==> config.mk <==
export PLATFORM = sky130hd
export DESIGN_NAME = bcd_seg_display
export DESIGN_NICKNAME = d
export VERILOG_FILES = /design/src/rtl/bcd_seg_display.sv
export SDC_FILE = /design/constraint.sdc
export NUM_CORES = 1
export LEC_CHECK = 0
export CAP_MARGIN = 20
export CORE_UTILIZATION = 40
export DETAILED_ROUTE_END_ITERATION = 8
export GPL_TIMING_DRIVEN = 0
export PLACE_DENSITY_LB_ADDON = 0.12
export SYNTH_ARGS = -nofsm -noshare
export SYNTH_HDL_FRONTEND = slang
export SYNTH_SLANG_ARGS = --single-unit
==> constraint.sdc <==
create_clock -name hz100 -period 3.5 [get_ports hz100]
set_input_delay 0.35 -clock hz100 [delete_from_list [all_inputs] [get_ports hz100]]
set_output_delay 0.35 -clock hz100 [all_outputs]
set_load 0.1 [all_outputs]
==> src/rtl/bcd_seg_display.sv <==
// Sequential binary-to-seven-segment driver: double-dabble conversion, one bit per cycle.
// Optional leading-zero blanking is enabled by defining BCD_SEG_LZB_EN.
module bcd_seg_display #(
  parameter int unsigned WIDTH  = 7,
  parameter int unsigned DIGITS = 2
) (
  input  logic                  hz100,
  input  logic                  reset,
  input  logic [WIDTH-1:0]      in_value,
  input  logic                  in_valid,
  output logic                  in_ready,
  output logic [8*DIGITS-1:0]   seg,
  output logic                  ovf,
  output logic                  done
);

  localparam int unsigned BCD_W = 4 * DIGITS;
  localparam int unsigned CNT_W = $clog2(WIDTH + 1);

  function automatic logic [31:0] pow10(input int unsigned n);
    logic [31:0] r;
    r = 32'd1;
    for (int unsigned i = 0; i < n; i++) r = r * 32'd10;
    return r;
  endfunction

  localparam logic [31:0] LIMIT = pow10(DIGITS);

  function automatic logic [7:0] glyph(input logic [3:0] nib);
    logic [7:0] g;
    case (nib)
      4'd0:    g = 8'h3F;
      4'd1:    g = 8'h06;
      4'd2:    g = 8'h5B;
      4'd3:    g = 8'h4F;
      4'd4:    g = 8'h66;
      4'd5:    g = 8'h6D;
      4'd6:    g = 8'h7D;
      4'd7:    g = 8'h07;
      4'd8:    g = 8'h7F;
      4'd9:    g = 8'h6F;
      default: g = 8'h00;
    endcase
    return g;
  endfunction

  typedef enum logic [1:0] {IDLE, SHIFT, LOAD} state_t;

  state_t              state, state_next;
  logic [WIDTH-1:0]    sreg;
  logic [BCD_W-1:0]    bcd, bcd_shift;
  logic [CNT_W-1:0]    cnt;
  logic                ovf_next, carry_out;
  logic [8*DIGITS-1:0] seg_next;

  always_ff @(posedge hz100) begin
    if (reset) state <= IDLE;
    else       state <= state_next;
  end

  always_comb begin
    state_next = state;
    in_ready   = 1'b0;
    case (state)
      IDLE: begin
        in_ready = 1'b1;
        if (in_valid) state_next = SHIFT;
      end
      SHIFT:   if (cnt == CNT_W'(1)) state_next = LOAD;
      LOAD:    state_next = IDLE;
      default: state_next = IDLE;
    endcase
  end

  // Add-3 and the one-bit left shift are fused per nibble; the top carry is the bit shifted out.
  always_comb begin
    logic [3:0] adj;
    logic       carry;
    bcd_shift = '0;
    carry     = sreg[WIDTH-1];
    for (int unsigned d = 0; d < DIGITS; d++) begin
      adj = bcd[4*d +: 4];
      if (adj >= 4'd5) adj = adj + 4'd3;
      bcd_shift[4*d +: 4] = {adj[2:0], carry};
      carry = adj[3];
    end
    carry_out = carry;
  end

  always_comb begin
    logic [3:0] nib;
    logic [7:0] g;
    logic       higher_zero;
    seg_next    = '0;
    higher_zero = 1'b1;
    for (int unsigned i = 0; i < DIGITS; i++) begin
      nib = bcd[4*(DIGITS-1-i) +: 4];
      g   = glyph(nib);
`ifdef BCD_SEG_LZB_EN
      if ((i != DIGITS - 1) && higher_zero && (nib == 4'd0)) g = 8'h00;
`endif
      if (nib != 4'd0) higher_zero = 1'b0;
      seg_next[8*(DIGITS-1-i) +: 8] = ovf_next ? 8'h40 : g;
    end
  end

  always_ff @(posedge hz100) begin
    if (reset) begin
      sreg     <= '0;
      bcd      <= '0;
      cnt      <= '0;
      ovf_next <= 1'b0;
      seg      <= '0;
      ovf      <= 1'b0;
      done     <= 1'b0;
    end else begin
      done <= 1'b0;
      case (state)
        IDLE: begin
          if (in_valid) begin
            sreg     <= in_value;
            bcd      <= '0;
            ovf_next <= (32'(in_value) >= LIMIT);
            cnt      <= CNT_W'(WIDTH);
          end
        end
        SHIFT: begin
          bcd  <= bcd_shift;
          sreg <= sreg << 1;
          cnt  <= cnt - CNT_W'(1);
          // A digit lost off the top already implies value >= 10^DIGITS, so this OR never changes ovf.
          ovf_next <= ovf_next | carry_out;
        end
        LOAD: begin
          seg  <= seg_next;
          ovf  <= ovf_next;
          done <= 1'b1;
        end
        default: ;
      endcase
    end
  end

endmodule
; Word level (Yosys, flattened, before mapping)
; Memories as Yosys holds them, arrays and structs flattened. A register that Yosys moved wholly into a read port is not among the register bits.
; Index checks and enable logic that the tools add are counted.
[op_classes]
order_cmp = 3
addsub = 3
muxes = 21
reduce_logical = 4
n_bitwise = 1
eq_ne = 5
[op_table]
columns = cell, count
row1 = two-way mux 4 bit, 6
row2 = two-way mux 8 bit, 3
row3 = case mux 8 bit (2 select lines), 1
row4 = case mux 7 bit (2 select lines), 1
row5 = adder 4 x 2 -> 4 bit (second input constant), 2
row6 = greater-or-equal comparator 4 x 3 -> 1 bit (second input constant), 2
row7 = greater-or-equal comparator 7 bit (second input constant), 1
row8 = two-way mux 7 bit, 1
row9 = case mux 3 bit (2 select lines), 1
row10 = two-way mux 2 bit, 2
row11 = inequality test 2 bit (second input constant), 2
row12 = case mux 2 bit (2 select lines), 1
row13 = AND reduction 2 bit, 2
row14 = equality test 3 x 1 -> 1 bit (second input constant), 1
row15 = two-way mux 1 bit, 3
row16 = two-way mux 3 bit, 1
row17 = subtractor 3 x 1 -> 3 bit (second input constant), 1
row18 = equality test 2 x 1 -> 1 bit (second input constant), 1
row19 = equality test 2 bit (second input constant), 1
row20 = zero test 2 bit, 1
row21 = case mux 1 bit (2 select lines), 1
row22 = nonzero test 2 bit, 1
row23 = OR 1 bit, 1
[totals]
wordCells = 47
mem_count = 2
rom_bits = 224
register_bits = 39
input_bits = 10
output_inout_bits = 19
[mem_list]
columns = name, words, width, read_ports, rd_ports_with_merged_regs, wr, line
row1 = (name not given), 16, 7, 1, 1, 0, 31  ; case (nib)
row2 = (name not given), 16, 7, 1, 1, 0, 31

; Logic depth before layout (Yosys ltp)
[depth]
ltp_word = 5
ltp_mapped = 12
depth_no_buf = 12

; Worst setup path before layout
; Ideal clock, no wire load.
[synth_timing]
path_kind = register -> register
from = reg state[0]
to = reg ovf_next
synth_period_minus_slack_ns = 2.624
n_path_buf = 2
t_required_ns = 3.408
arrival_ns = 2.533
setup_time_ns = 0.092
slack_ns = 0.876
stages_incl_launch_ff = 6
cell_sequence = dfxtp_1 > buf_4 > clkbuf_1 > nor2_1 > a221oi_1 > a311oi_1
[synth_via]
elab_chain_len = 3
elab_cells_between_ends = 6
cone_classes = eq/ne (2) / mux (1) / reduce/logical (3)
[synth_rtl]
columns = element, line
row1 = from (decl), 49  ; state_t state, state_next;
row2 = from (signal assigned), 58  ; else state <= state_next;
row3 = equality test 2 x 1 -> 1 bit or zero test 2 bit (tied branches), 118  ; case (state)
row4 = nonzero test 2 bit (no source line) or inequality test 2 bit (tied branches), --
row5 = AND reduction 2 bit (no source line), --
row6 = to (signal assigned), 123  ; ovf_next <= (32'(in_value) >= LIMIT);
row7 = to (signal assigned), 132  ; ovf_next <= ovf_next | carry_out;
row8 = to (decl), 53  ; logic ovf_next, carry_out;
; Parallel ways exist; a longest one is shown, timed or not.
; A chain may end at the register's enable or synchronous reset.

; Final worst setup path
[layout_timing]
from = reg state[0]
to = out in_ready
[layout_via]
elab_chain_len = 2
[layout_rtl]
columns = element, line
row1 = zero test 2 bit, 64  ; case (state)
row2 = two-way mux 1 bit, 64
row3 = to (decl), 11  ; output logic in_ready,
; No other way between the ends.

==> run_results.csv <==
group,metric,value,unit
power_and_ir_drop,powerDensity,366,nW/µm²
routing,drt_iter0_markers,88,
grt,antenna_found_initial,0,
floorplanning,core-area,6460,µm²
timing,finalSetupViolCount,0,
timing,fin_tns_setup,0,ns
logic_synthesis,netlist_area,2710,µm²
place,place_inst,404,
setup_path,cp_data_required_time,3.15,ns
flow_run,drv_cap,0,
logic_synthesis,synth_top_area_share,37.6,%
clocking,post_cts_buffers,0,
finish,final_nets,362,
timing,worstMarginPinSlew,0.969,ns
clocking,cts_buffers,5,
routing,routed.top_layer,"met4",
finish,diodes,0,
floorplanning,fp-row-count,29,
grt,grt_pass1_wl,10200,µm
place,place_area,3050,µm²
clocking,post_cts_resized,0,
finish,final_common_cell,"dfxtp_1",
logic_synthesis,synth_top_cell_by_area,"dfxtp_1",
timing,rsz0062_at_grt,"no",
setup_path,critPathKind,"flip-flop to output port",
floorplanning,die_area,7110,µm²
floorplanning,pin_count,29,
finish,final_cell_area,3150,µm²
logic_synthesis,yosys_warnings,0,
place,dp_hpwl,4420,µm
power_and_ir_drop,total_leakage_power,1.19,nW
setup_path,cp.arrival,2.55,ns
floorplanning,die_w,84.4,µm
floorplanning,start_util,42.0,%
finish,area_delta_synth_final,16.1,%
routing,wirelength,6020,µm
routing,wl_met3,200,µm
setup_path,max_stage_delay,1.19,ns
place,port_buffers,24,
setup_path,crit_buf_inv,3,
routing,wl_per_cell,14.6,µm
status,violations,"DRC",
setup_path,crit_fanout,10,
clocking,clk_latency,0.31,ns
logic_synthesis,synthCells,302,
logic_synthesis,ys_ff_latch,51,
clocking,cts-root-buf,"clkbuf_8",
setup_path,cp_cell_sequence,"buf_4 > clkbuf_1 > nor2_1 > clkdlybuf4s50_1",
finish,fillCellCount,640,
setup_path,cp-end-kind,"output port",
clocking,cts.sinks,51,
setup_path,start_kind,"flip-flop",
clocking,clk_pin_slew,0.10,ns
logic_synthesis,synth.distinct_cells,60,
place,gp_congestion,0.840,
routing,drc,2,
timing,fin_skew,0.00834,ns
finish,layout-drive-gt1-share,11.3,%
grt,grt_pass1_vias,2090,
routing,drtAntennaViolNets,0,
timing,timing.fmax,345,MHz
timing,final.min_clock_period,2.90,ns
timing,fin_crit_sh,82.7,%
clocking,hold_buffers,0,
routing,vias,2245,
clocking,clockBufferDepth,2,
clocking,cts_tree,"yes",
setup_path,cp_top_family,"buffers and inverters",
finish,mostFrequentLayoutCells,"51 x dfxtp_1, 28 x nand2_1, 28 x a21oi_1",
status,status,"complete, but fails checks",
grt,grt_usage,17.9,%
hold_path,worstHoldPathType,"primary input to flip-flop",
setup_path,worst_path_max_delay_cell,"clkdlybuf4s50_1",
timing,hold_viol,0,
logic_synthesis,yosysSeqAreaShare,37.6,%
logic_synthesis,syn_area_per_cell,8.98,µm²
routing,drt_first_pass_iters,8,
finish,final_cells,412,
power_and_ir_drop,ir_drop,0.000147,V
logic_synthesis,ys_top_cells_by_area,"dfxtp_1 38%, ha_1 8.3%, a21oi_1 5.2%, nand2_1 3.9%, nand3b_1 3.9%",
logic_synthesis,synth-main-ff-cell,"dfxtp_1",
grt,grt_max_degree,16,
grt,globalRouteOverflowTotal,0,
logic_synthesis,synth_edf_count,0,
routing,drt-met1-wl,3130,µm
routing,routed-wl-met2,2560,µm
timing,maxSlewViolCount,0,
clocking,htree_levels,2,
timing,max_slew_margin,35.2,%
routing,viasPerCell,5.45,
floorplanning,die_h,84.4,µm
logic_synthesis,async_flop_share,0,%
[power by group]
| part | switching, mW | total [mW] | internal (mW) |
|---|---|---|---|
| registers | 0.0122 | 0.613 | 0.601 |
| logic | 0.122 | 0.183 | 0.0615 |
| clock network | 0.194 | 0.357 | 0.162 |
| total | 0.328 | 1.15 | 0.825 |
[metal layers]
metal	vias up	global-route usage (%)
met5	-	0
met4	0	6.16
met3	11	3.15
met2	48	26.5
met1	1041	26.1
li1	1145	-
[metrics by stage]
stage	util [%]	hold slack (ns)	total power [mW]	setup WS [ns]
finish	48.7	0.381	1.15	0.604
global route	48.7	0.410	1.21	0.514
CTS	48.7	0.380	1.17	0.618
detailed placement	47.3	0.444	0.809	0.883
global placement	47.3	0.438	0.808	0.923
floorplan	-	0.446	0.762	0.876
[cells in the mapped netlist (all sizes together) (3+ instances only)]
library cell  count
a2111o            3
nand2            28
dfxtp            51
buf              16
ha               18
nand2b            6
clkbuf            9
a32oi             3
a221oi            3
o221a             3
inv              16
o21ai            10
nor2             24
a311oi            6
a211oi            5
and2              3
nand3             5
a21oi            28
nor2b             3
a31oi             4
a311o             3
nand3b           14
nor3              5
[final timing paths]
path	startpoint	to	slack (ns)	cells after the start
worst max-delay path	state[0]$_SDFFE_PP0P_	in_ready	0.60	4
worst min-delay path	in_valid	ovf_next$_SDFFE_PP0N_	0.38	2
worst min register to register	seg[2]$_SDFFE_PP0P_	seg[2]$_SDFFE_PP0P_	0.45	2
worst max register to register	bcd[5]$_SDFFE_PP0N_	flip-flop	0.87	9
[worst register-to-register path: stages (launching register included)]
cell and delay (ns):
dfxtp_1 0.36, inv_1 0.09, ha_1 0.18, nand2b_1 0.21, a2111o_1 0.50, a31oi_1 0.31, inv_1 0.15, ha_1 0.33
nor2_1 0.05, a311o_1 0.35
[layout make-up]
type | count | area, µm² | share of cell area [%]
flip-flops and latches | 51 | 1020 | 32.4
repair buffers | 24 | 240 | 7.63
plain buffers | 25 | 139 | 4.41
clock inverters | 1 | 8.76 | 0.278
inverters | 16 | 60.1 | 1.91
multi-input cells | 211 | 1500 | 47.5
well taps | 77 | 96.3 | 3.06
clock buffers | 7 | 86.3 | 2.74
[kinds of logic (layout without fill, tap and decap cells)]
kind of cell,after synthesis,after routing,synth area share [%]
buf+inv,41,73,7.33
flops,51,51,37.6
fa+ha+maj,18,18,8.30
compound gates,88,88,24.4
other cells,1,2,0.138
xor+xnor,2,2,0.646
simple gates,100,100,21.2
mux,1,1,0.415
No activity file was read; power rests on OpenSTA's default activity.
